<file path="config.mk">
export PLATFORM = sky130hd
export DESIGN_NAME = wb_uart_rx_fifo
export DESIGN_NICKNAME = d
export VERILOG_FILES = /design/src/rtl/wb_uart_pkg.sv /design/src/rtl/fifo_sync.sv /design/src/rtl/wb_uart_rx_fifo.sv
export SDC_FILE = /design/constraint.sdc
export NUM_CORES = 1
export LEC_CHECK = 0
export CAP_MARGIN = 10
export CORE_MARGIN = 4
export CORE_UTILIZATION = 35
export CTS_BUF_LIST = sky130_fd_sc_hd__clkbuf_8 sky130_fd_sc_hd__clkbuf_16
export CTS_CLUSTER_DIAMETER = 200
export DETAILED_ROUTE_END_ITERATION = 10
export GPL_TIMING_DRIVEN = 0
export SLEW_MARGIN = 30
export SYNTH_ARGS = -nofsm -noshare
export SYNTH_HDL_FRONTEND = slang
export SYNTH_SLANG_ARGS = --single-unit
</file>
<file path="constraint.sdc">
create_clock -name i_wb_clk -period 3.2 [get_ports i_wb_clk]
set_clock_uncertainty 0.05 [all_clocks]
set_input_delay 0.64 -clock i_wb_clk [delete_from_list [all_inputs] [get_ports i_wb_clk]]
set_output_delay 0.64 -clock i_wb_clk [all_outputs]
set_load 0.02 [all_outputs]
</file>
<file path="src/rtl/wb_uart_pkg.sv">
// Shared UART definitions: parity encodings, STATUS bit layout, receiver
// FSM states and the receive latency used by benches and system models.
package wb_uart_pkg;

    localparam int PAR_NONE = 0;
    localparam int PAR_ODD  = 1;
    localparam int PAR_EVEN = 2;

    // STATUS register bit positions
    localparam int ST_NEMPTY = 0;
    localparam int ST_FULL   = 1;
    localparam int ST_OVR    = 2;
    localparam int ST_FERR   = 3;
    localparam int ST_PERR   = 4;

    typedef enum logic [2:0] {
        S_IDLE,
        S_START,
        S_DATA,
        S_PARITY,
        S_STOP
    } rx_state_e;

    // Clocks from the first clock edge after the start-bit falling edge of
    // the RX pin (the edge that samples it) to the edge that pushes the
    // FIFO; o_irq is high in the cycle following the push.
    function automatic int RX_LATENCY(input int ticks, input int dbits,
                                      input int parity, input int stops);
        return 2 + ticks * (1 + dbits + ((parity != PAR_NONE) ? 1 : 0) + stops - 1)
               + ticks / 2 - 1 + 1;
    endfunction

endpackage

</file>
<file path="src/rtl/fifo_sync.sv">
// Single-clock FIFO with a registered occupancy count. A pop on a full FIFO
// frees the slot for a push in the same cycle; a pop on empty is ignored.
module fifo_sync #(
    parameter int WIDTH = 8,
    parameter int DEPTH = 4
) (
    input  logic             clk_i,
    input  logic             rst_ni,
    input  logic             push_i,
    input  logic [WIDTH-1:0] wdata_i,
    input  logic             pop_i,
    output logic [WIDTH-1:0] rdata_o,
    output logic             full_o,
    output logic             empty_o
);
    localparam int AW = (DEPTH > 1) ? $clog2(DEPTH) : 1;
    localparam logic [AW:0] DEPTH_C = (AW + 1)'(DEPTH);

    logic [WIDTH-1:0] mem_q [DEPTH];
    logic [AW-1:0]    wr_ptr_q, rd_ptr_q;
    logic [AW:0]      count_q, count_d;
    logic             do_push, do_pop;

    assign empty_o = (count_q == '0);
    assign full_o  = (count_q == DEPTH_C);
    assign do_pop  = pop_i && !empty_o;
    assign do_push = push_i && (!full_o || do_pop);
    assign rdata_o = mem_q[rd_ptr_q];

    // Next occupancy: unchanged when push and pop cancel out
    always_comb begin
        count_d = count_q;
        if (do_push && !do_pop) begin
            count_d = count_q + (AW + 1)'(1);
        end else if (do_pop && !do_push) begin
            count_d = count_q - (AW + 1)'(1);
        end
    end

    // Storage array; contents are don't-care until written
    always_ff @(posedge clk_i) begin
        if (do_push) begin
            mem_q[wr_ptr_q] <= wdata_i;
        end
    end

    // Pointers and count
    always_ff @(posedge clk_i or negedge rst_ni) begin
        if (!rst_ni) begin
            wr_ptr_q <= '0;
            rd_ptr_q <= '0;
            count_q  <= '0;
        end else begin
            if (do_push) wr_ptr_q <= wr_ptr_q + AW'(1);
            if (do_pop)  rd_ptr_q <= rd_ptr_q + AW'(1);
            count_q <= count_d;
        end
    end

endmodule

</file>
<file path="src/rtl/wb_uart_rx_fifo.sv">
// UART receiver with receive FIFO behind a Wishbone B4 pipelined slave.
// Address 0 pops received bytes, address 1 reads and clears STATUS.
// Bus handshake: every strobe is accepted (stall tied low); the ack is
// registered and appears exactly one cycle after the accept, with data.
module wb_uart_rx_fifo
    import wb_uart_pkg::*;
#(
    parameter int TICKS_PER_BAUD = 8,
    parameter int DATA_BITS      = 8,
    parameter int PARITY         = 0,
    parameter int STOP_BITS      = 1,
    parameter int FIFO_DEPTH     = 4
) (
    input  logic       i_wb_clk,
    input  logic       i_wb_rst_n,
    input  logic       i_wb_stb,
    input  logic       i_wb_adr,
    output logic [7:0] o_wb_data,
    output logic       o_wb_stall,
    output logic       o_wb_ack,
    input  logic       i_uart_rx,
    output logic       o_irq,
    output rx_state_e  o_dbg_state
);
    localparam int CW = $clog2(TICKS_PER_BAUD);
    localparam logic [CW-1:0] MID_C       = CW'(TICKS_PER_BAUD / 2);
    localparam logic [CW-1:0] LAST_C      = CW'(TICKS_PER_BAUD - 1);
    localparam logic [2:0]    DATA_LAST_C = 3'(DATA_BITS - 1);
    localparam logic [2:0]    STOP_LAST_C = 3'(STOP_BITS - 1);

    logic [1:0]    sync_q;
    logic          rx_s;
    rx_state_e     state_q;
    logic [CW-1:0] baud_cnt_q;
    logic [2:0]    bit_cnt_q;
    logic [7:0]    shift_q;
    logic          par_bad_q, stop_bad_q;
    logic          mid, last_tick, exp_par;
    logic          stop_done, ferr_set, perr_set, frame_push, ovr_set;
    logic          fifo_full, fifo_empty, pop;
    logic [7:0]    fifo_rdata, status_w, rd_data_d;
    logic          status_rd;
    logic          ack_q, ovr_q, ferr_q, perr_q, ovr_d, ferr_d, perr_d;
    logic [7:0]    data_q;

    assign rx_s      = sync_q[1];
    assign mid       = (baud_cnt_q == MID_C);
    assign last_tick = (baud_cnt_q == LAST_C);
    // Unused upper data bits are zero, so they do not disturb the XOR
    assign exp_par   = (PARITY == PAR_ODD) ? ~(^shift_q) : (^shift_q);

    // Frame ends at the mid-sample of the final stop bit
    assign stop_done  = (state_q == S_STOP) && mid && (bit_cnt_q == STOP_LAST_C);
    assign ferr_set   = stop_done && (!rx_s || stop_bad_q);
    assign perr_set   = stop_done && par_bad_q;
    assign frame_push = stop_done && !ferr_set && !par_bad_q;
    assign pop        = i_wb_stb && !i_wb_adr && !fifo_empty;
    assign ovr_set    = frame_push && fifo_full && !pop;
    assign status_rd  = i_wb_stb && i_wb_adr;

    assign o_wb_stall  = 1'b0;
    assign o_wb_ack    = ack_q;
    assign o_wb_data   = data_q;
    assign o_irq       = !fifo_empty;
    assign o_dbg_state = state_q;

    // Two-flop synchroniser, idle-high after reset
    always_ff @(posedge i_wb_clk or negedge i_wb_rst_n) begin
        if (!i_wb_rst_n) begin
            sync_q <= 2'b11;
        end else begin
            sync_q <= {sync_q[0], i_uart_rx};
        end
    end

    // Receive FSM: mid-bit sampling, advance on counter wrap
    always_ff @(posedge i_wb_clk or negedge i_wb_rst_n) begin
        if (!i_wb_rst_n) begin
            state_q    <= S_IDLE;
            baud_cnt_q <= '0;
            bit_cnt_q  <= '0;
            shift_q    <= '0;
            par_bad_q  <= 1'b0;
            stop_bad_q <= 1'b0;
        end else begin
            baud_cnt_q <= last_tick ? '0 : baud_cnt_q + CW'(1);
            case (state_q)
                S_IDLE: begin
                    baud_cnt_q <= '0;
                    if (!rx_s) begin
                        state_q    <= S_START;
                        baud_cnt_q <= CW'(1);
                        bit_cnt_q  <= '0;
                        shift_q    <= '0;
                        par_bad_q  <= 1'b0;
                        stop_bad_q <= 1'b0;
                    end
                end
                S_START: begin
                    if (mid && rx_s) begin
                        state_q    <= S_IDLE;
                        baud_cnt_q <= '0;
                    end else if (last_tick) begin
                        state_q <= S_DATA;
                    end
                end
                S_DATA: begin
                    if (mid) shift_q[bit_cnt_q] <= rx_s;
                    if (last_tick) begin
                        if (bit_cnt_q == DATA_LAST_C) begin
                            bit_cnt_q <= '0;
                            state_q   <= (PARITY != PAR_NONE) ? S_PARITY : S_STOP;
                        end else begin
                            bit_cnt_q <= bit_cnt_q + 3'd1;
                        end
                    end
                end
                S_PARITY: begin
                    if (mid) par_bad_q <= (rx_s != exp_par);
                    if (last_tick) state_q <= S_STOP;
                end
                S_STOP: begin
                    if (stop_done) begin
                        state_q    <= S_IDLE;
                        baud_cnt_q <= '0;
                    end else begin
                        if (mid && !rx_s) stop_bad_q <= 1'b1;
                        if (last_tick) bit_cnt_q <= bit_cnt_q + 3'd1;
                    end
                end
                default: state_q <= S_IDLE;
            endcase
        end
    end

    fifo_sync #(
        .WIDTH (8),
        .DEPTH (FIFO_DEPTH)
    ) u_fifo (
        .clk_i   (i_wb_clk),
        .rst_ni  (i_wb_rst_n),
        .push_i  (frame_push),
        .wdata_i (shift_q),
        .pop_i   (pop),
        .rdata_o (fifo_rdata),
        .full_o  (fifo_full),
        .empty_o (fifo_empty)
    );

    // Read mux and sticky flags; a set in the clearing cycle wins
    always_comb begin
        status_w            = '0;
        status_w[ST_NEMPTY] = !fifo_empty;
        status_w[ST_FULL]   = fifo_full;
        status_w[ST_OVR]    = ovr_q;
        status_w[ST_FERR]   = ferr_q;
        status_w[ST_PERR]   = perr_q;
        rd_data_d = '0;
        if (i_wb_stb) begin
            if (i_wb_adr)         rd_data_d = status_w;
            else if (!fifo_empty) rd_data_d = fifo_rdata;
        end
        ovr_d  = (ovr_q  && !status_rd) || ovr_set;
        ferr_d = (ferr_q && !status_rd) || ferr_set;
        perr_d = (perr_q && !status_rd) || perr_set;
    end

    // Bus response and flag registers
    always_ff @(posedge i_wb_clk or negedge i_wb_rst_n) begin
        if (!i_wb_rst_n) begin
            ack_q  <= 1'b0;
            data_q <= '0;
            ovr_q  <= 1'b0;
            ferr_q <= 1'b0;
            perr_q <= 1'b0;
        end else begin
            ack_q  <= i_wb_stb;
            data_q <= rd_data_d;
            ovr_q  <= ovr_d;
            ferr_q <= ferr_d;
            perr_q <= perr_d;
        end
    end

endmodule

</file>
==> impl_metrics.py, run 1 <==
metrics = {
    "place": {
        "gp_congestion": 0.824,
        "port_buffers": 16,
        "dpl_worst_slack_ns": -0.138,
        "dp_hpwl_um": 4250,
    },
    "detailed_routing": {
        "first_iter_violations": 56,
        "viasPerCell": 5.07,
        "wl_met3_um": 230,
        "dr_total_vias": 1991,
        "wirelength_um": 6060,
        "dr.pass1.iters": 4,
        "antenna_left": 0,
        "met2_length_um": 2950,
        "drc": 0,
        "highest_layer": "met4",
        "met1Wirelength_um": 2810,
        "routedWlPerCell_um": 15.4,
    },
    "critical_path": {
        "crit_arrival_ns": 3.11,
        "cpLargestDelayFamily": "simple AND/OR/NAND/NOR gates",
        "cp-end-kind": "flop",
        "r2r_start": "baud_cnt_q[0]",
        "critPathBufInv": 2,
        "startpoint": "i_wb_stb",
        "critPathLaunchType": "input pin",
        "slowest_stage": "clkdlybuf4s50_1",
        "critical_path_class": "in2reg",
        "critPathMaxFanout": 7,
        "crit_required_ns": 3.41,
        "cp_slowest_stage_delay_ns": 0.61,
        "path_cells": "clkdlybuf4s50_1 -> nand2b_1 -> and3_1 -> nor4_4 -> ha_1 -> inv_1 -> fa_1 -> xor2_1 -> nor2_1 -> xor2_1",
        "cp_common_cell": "xor2_1",
    },
    "worst_hold_path": {
        "min_path_type": "in2async",
    },
    "timing": {
        "min_period_ns": 2.90,
        "finalSetupViolCount": 0,
        "tightest_slew_ns": 0.566,
        "max_freq_mhz": 345,
        "hold_viol_final": 0,
        "drv_slew": 0,
        "rsz0062_at_grt": "false",
        "setup_slack_ns": 0.305,
        "max_slew_margin_pct": 62.1,
        "period_share_pct": 90.5,
    },
    "clock_tree": {
        "cts.sinks": 72,
        "clk_latency_ns": 0.34,
        "htree_levels": 3,
        "cts_buffers": 9,
        "cts_max_path_buffers": 2,
        "clk_pin_slew_ns": 0.08,
        "cts-root-buf": "clkbuf_8",
        "cts_tree": "built",
    },
    "pwr": {
        "peakVddDrop_mv": 0.441,
        "fin_total_pwr_mw": 2.66,
        "cellPowerDensity_nw_per_um2": 708,
        "power_leakage_nw": 1.48,
    },
    "synthesis": {
        "yosysWarnings": 0,
        "synth_fp_nets": 268,
        "syn_area_um2": 3270,
        "yosys.cell_types.count": 55,
        "synth_area_per_cell_um2": 13.0,
        "post-synth-top-area-cell": "edfxtp_1",
        "async_flop_share_pct": 55.6,
        "netlist.area_leader.share_pct": 29.4,
        "synth_top_flop_cell": "dfrtp_1",
        "synth_edf_count": 32,
        "ys_top_cells_by_area": "edfxtp_1 (29%), dfrtp_1 (29%), mux4_2 (5.5%)",
        "syn_inst": 251,
        "ys_seq_area_share_pct": 60.1,
        "synth_seq_cells": 72,
    },
    "global_routing": {
        "antenna_found_initial": 0,
        "overflow": 0,
        "grt_pass1_vias": 2085,
        "track_usage_pct": 12.1,
        "grt_start_max_net_pins": 27,
        "grt_pass1_wl_um": 10600,
    },
    "floorplan": {
        "std_cell_rows": 34,
        "core_area_um2": 8890,
        "pin_count": 19,
        "die_h_um": 105,
        "die_area_um2": 10900,
        "die_w_um": 105,
        "start_util_pct": 36.8,
    },
    "cells_and_area": {
        "diodes": 0,
        "area_delta_synth_final_pct": 15.0,
        "multi_input_area_um2": 1220,
        "drive_gt1_share_pct": 15.1,
        "nNetsFinal": 297,
        "fillers": 819,
        "regArea_um2": 1960,
    },
    "run": {
        "maxCapViolations": 0,
    },
    "outcome": {
        "status": "finished clean",
    },
}
-- cells in the final DEF (no fill, tap or decap), types with 5 or more instances in the layout --
cell type / count
a21oi_1: 9
and2_1: 8
clkbuf_1: 8
clkbuf_8: 9
clkdlybuf4s50_1: 15
dfrtp_1: 38
edfxtp_1: 32
ha_1: 11
inv_1: 10
mux4_2: 8
nand2_1: 16
nor2_1: 22
o21ai_0: 6
xnor2_1: 9
xor2_1: 5
-- report_power, final --
part | switching, mW | internal, mW
Sequential | 0.107 | 1.08
Combinational | 0.455 | 0.381
Clock | 0.356 | 0.283
-- state kept, by name (all words and copies together), names as in the netlist, 2 cells and up --
signal           cells
o_dbg_state          3
shift_q              8
sync_q               2
u_fifo.rd_ptr_q      2
o_wb_data            8
u_fifo.mem_q        32
bit_cnt_q            3
u_fifo.count_q       3
u_fifo.wr_ptr_q      2
baud_cnt_q           3
-- worst paths after layout --
path | slack, ns | endpoint | depth (start not counted)
setup / recovery | 0.30 | u_fifo.count_q[2] | 10
hold / removal | 0.15 | o_dbg_state[2] | 1
setup reg to reg | 0.31 | u_fifo.count_q[2] | 11
hold reg to reg | 0.31 | sync_q[1] | 0
max in group asynchronous | 2.48 | shift_q[3] | 2
min in group i_wb_clk | 0.31 | sync_q[1] | 0
-- cells by family (layout without fill, tap and decap cells) --
| logic type | Yosys count | count (layout) | synth area share, % |
|---|---|---|---|
| other | 1 | 1 | 0.115 |
| AOI/OAI and AO/OA | 39 | 39 | 8.23 |
| muxes | 12 | 12 | 6.81 |
| xor gates and xnor gates | 14 | 14 | 3.75 |
| and+or+nand+nor | 80 | 80 | 13.5 |
| buffers and inverters | 21 | 55 | 2.64 |
| adders and majority gates | 12 | 12 | 4.82 |
| DFF | 72 | 72 | 60.1 |
-- final cells by class --
type | instances | share of cell area (%)
multi-input cells | 158 | 32.5
well taps | 108 | 3.60
clock buffers | 9 | 3.30
repair buffers | 18 | 4.86
clock inverters | 7 | 1.23
flip-flops and latches | 72 | 52.3
plain buffers | 12 | 1.40
inverters | 9 | 0.899
-- repair_timing --
| action | 4_1_cts | 5_1_grt |
|---|---|---|
| endpoints found under the hold margin | 0 | 0 |
| hold buffers | 0 | 0 |
| resized for setup | 0 | 1 |
| endpoints found under the setup margin | 0 | 2 |
| setup buffers | 0 | 1 |
-- Yosys cell counts, types with 3 or more instances --
library cell,number
nor3_2,3
nor3_1,4
nor2b_1,3
xnor2_1,9
xor2_1,5
edfxtp_1,32
or3_1,3
a32o_1,3
and3_1,4
inv_1,9
nand2_1,16
mux4_2,8
o21ai_0,6
ha_1,11
nor2_1,22
a21oi_1,9
and2_1,8
nand2b_1,3
dfrtp_1,38
buf_2,3
clkbuf_1,8
-- per-stage QoR --
step | area (um2) | std cells | TNS [ns] | hold slack (ns) | util (%)
global route | 3760 | 393 | 0 | 0.153 | 42.3
global placement | 3560 | 375 | -0.0988 | 0.296 | 40.1
floorplan | 3270 | 251 | 0 | 0.294 | -
CTS | 3750 | 392 | 0 | 0.145 | 42.2
detailed placement | 3580 | 376 | -0.176 | 0.297 | 40.2
finish | 3760 | 393 | 0 | 0.148 | 42.3
-- routing by layer --
metal  vias to the layer above  global-route usage (%)
li1                        964                       -
met1                       984                    15.4
met2                        36                    19.6
met3                         7                    4.19
met4                         0                    3.66
met5                         -                       0
Note: power is estimated with default switching activity, not from simulation.
==> run 2: changes to the inputs <==
- ABC_AREA: default -> 0
- SYNTH_HIERARCHICAL: default -> 1
==> impl_metrics.py, run 2 <==
metrics = {
    "outcome": {
        "status": "finished clean",
    },
    "synthesis": {
        "synth_top_flop_cell": "dfrtp_1",
        "syn_area_um2": 3350,
        "ys_seq_area_share_pct": 58.6,
        "yosys.cell_types.count": 59,
        "ys_top_cells_by_area": "edfxtp_1 (29%), dfrtp_1 (28%), mux4_2 (5.4%)",
        "syn_inst": 248,
        "synth_area_per_cell_um2": 13.5,
        "async_flop_share_pct": 55.6,
        "ys_top_cells_by_count": "dfrtp_1 (38), edfxtp_1 (32), nor2_1 (24)",
        "synth_edf_count": 32,
        "synth_seq_cells": 72,
        "synth_fp_nets": 265,
        "post-synth-top-area-cell": "edfxtp_1",
        "yosysMostFrequentCell": "dfrtp_1",
        "yosysWarnings": 6,
        "netlist.area_leader.share_pct": 28.7,
    },
    "cells_and_area": {
        "diodes": 0,
        "drive_gt1_share_pct": 20.8,
        "area_delta_synth_final_pct": 16.5,
        "nNetsFinal": 295,
        "final_util_pct": 42.0,
        "layout_commonest_cell": "dfrtp_1",
        "largest_register_ffs": 32,
        "final_cell_mix": "dfrtp_1 (38), edfxtp_1 (32), nor2_1 (24), a21oi_1 (21), clkdlybuf4s50_1 (15)",
        "regMostFlops": "u_fifo/mem_q",
        "fillers": 894,
    },
    "place": {
        "gp_congestion": 0.765,
        "dp_hpwl_um": 4060,
        "port_buffers": 16,
        "dpl_worst_slack_ns": -0.119,
    },
    "floorplan": {
        "pin_count": 19,
        "die_h_um": 106,
        "core_area_um2": 9280,
        "die_w_um": 106,
        "start_util_pct": 36.1,
        "std_cell_rows": 35,
        "die_area_um2": 11200,
    },
    "critical_path": {
        "r2r_slack_ns": 0.25,
        "critPathMaxFanout": 7,
        "crit_arrival_ns": 3.18,
        "crit_required_ns": 3.43,
        "r2r_end": "u_fifo/count_q[2]",
        "cp-end-kind": "flop",
        "critical_path_class": "reg2reg",
        "r2r_start": "bit_cnt_q[1]",
        "critPathLaunchType": "flop",
        "reg2reg_depth": 13,
    },
    "timing": {
        "setup_slack_ns": 0.253,
        "min_period_ns": 2.95,
        "period_share_pct": 92.1,
        "hold_viol_final": 0,
        "drv_slew": 0,
        "rsz0062_at_grt": "false",
        "max_freq_mhz": 339,
        "finalSetupViolCount": 0,
        "max_slew_margin_pct": 62.9,
        "tightest_slew_ns": 0.557,
    },
    "clock_tree": {
        "htree_levels": 3,
        "clk_pin_slew_ns": 0.08,
        "clk_latency_ns": 0.35,
        "cts.sinks": 72,
        "cts_hold_buf": 0,
        "cts_tree": "built",
        "cts-root-buf": "clkbuf_8",
        "cts_buffers": 9,
        "cts_max_path_buffers": 2,
    },
    "pwr": {
        "cellPowerDensity_nw_per_um2": 696,
        "power_leakage_nw": 1.59,
        "peakVddDrop_mv": 0.401,
    },
    "global_routing": {
        "track_usage_pct": 11.4,
        "antenna_found_initial": 0,
        "grt_pass1_wl_um": 9860,
        "overflow": 0,
        "grt_pass1_vias": 1989,
        "grt_start_max_net_pins": 25,
    },
    "worst_hold_path": {
        "min_path_type": "in2async",
    },
    "run": {
        "maxCapViolations": 0,
    },
    "detailed_routing": {
        "routedWlPerCell_um": 14.1,
        "wirelength_um": 5820,
        "dr_total_vias": 1931,
        "dr.pass1.iters": 4,
        "antenna_left": 0,
        "viasPerCell": 4.69,
        "drc": 0,
        "first_iter_violations": 108,
    },
}
## run 2: cell types whose count changed after synthesis, moves of 4 or more
cell      previous run  this run
a22oi_1              0         4
o21ai_0              6         1
clkbuf_1             8         3
a21oi_1              9        21
nand2_1             16         9
and2_2               0         4
## run 2: kinds of logic after synthesis
family | count (synthesis) | share of synthesized area (%)
AO/OA/AOI/OAI | 40 | 8.44
XOR/XNOR | 13 | 3.40
adder cells (fa/ha/maj) | 12 | 4.71
buffers and inverters | 21 | 3.03
flip-flops | 72 | 58.6
multiplexers | 13 | 7.36
other | 1 | 0.112
AND/OR/NAND/NOR | 76 | 14.3
## run 2: per-layer routing
metal	share of wire, %	global-route usage [%]	vias up	routed length, um
li1	-	-	943	-
met1	45	13.9	952	2600
met2	50	19.4	31	2930
met3	4.4	3.61	5	254
met4	0.62	3.33	0	36
met5	0	0	-	0
## run 2: cell type report
class	count	area (um2)	area share, %
clock buffer	9	124	3.18
timing repair buffer	19	190	4.87
tap	129	161	4.14
inverter	12	45.0	1.15
clock inverter	7	63.8	1.64
buffer	9	56.3	1.44
multi-input combinational	155	1300	33.2
sequential	72	1960	50.4
## run 2: power breakdown
part	switching, mW	internal [mW]
sequential	0.122	1.07
clock	0.382	0.297
combinational	0.441	0.407
## run 2: what timing repair did
action                     CTS  global route
resized for setup            0             2
hold endpoints to repair     0             0
buffers inserted             0             2
setup endpoints to repair    0             2
## run 2: critical path, cell delays in order, from the launching register on
cell	delay [ns]
dfrtp_1	0.46
inv_1	0.13
ha_1	0.14
nor2b_2	0.18
nand3_2	0.14
nor3_4	0.23
nor3b_4	0.24
a21boi_4	0.23
ha_1	0.20
inv_1	0.06
fa_1	0.37
xor2_1	0.17
nor2_1	0.12
xor2_1	0.14
## run 2: worst max-delay path by stage
stage / start / endpoint / slack (ns) / cells after the start
floorplan: bit_cnt_q[0] / u_fifo/count_q[2] / 0.49 / 13
global placement: i_wb_stb / u_fifo/count_q[2] / -0.07 / 11
detailed placement: i_wb_stb / u_fifo/count_q[2] / -0.12 / 11
CTS: bit_cnt_q[1] / u_fifo/count_q[2] / 0.05 / 13
global route: bit_cnt_q[1] / u_fifo/count_q[2] / 0.02 / 13
finish: bit_cnt_q[1] / u_fifo/count_q[2] / 0.25 / 13
## run 2: metrics by stage
stage | cell area, um2 | hold WS [ns] | TNS (ns) | total power, mW | cells
5_1_grt | 3900 | 0.158 | 0 | 2.90 | 412
3_3_place_gp | 3670 | 0.298 | -0.0733 | 2.04 | 393
4_1_cts | 3870 | 0.142 | 0 | 2.75 | 410
6_report | 3900 | 0.148 | 0 | 2.71 | 412
2_1_floorplan | 3350 | 0.294 | 0 | 1.82 | 248
3_5_place_dp | 3690 | 0.299 | -0.153 | 2.06 | 394
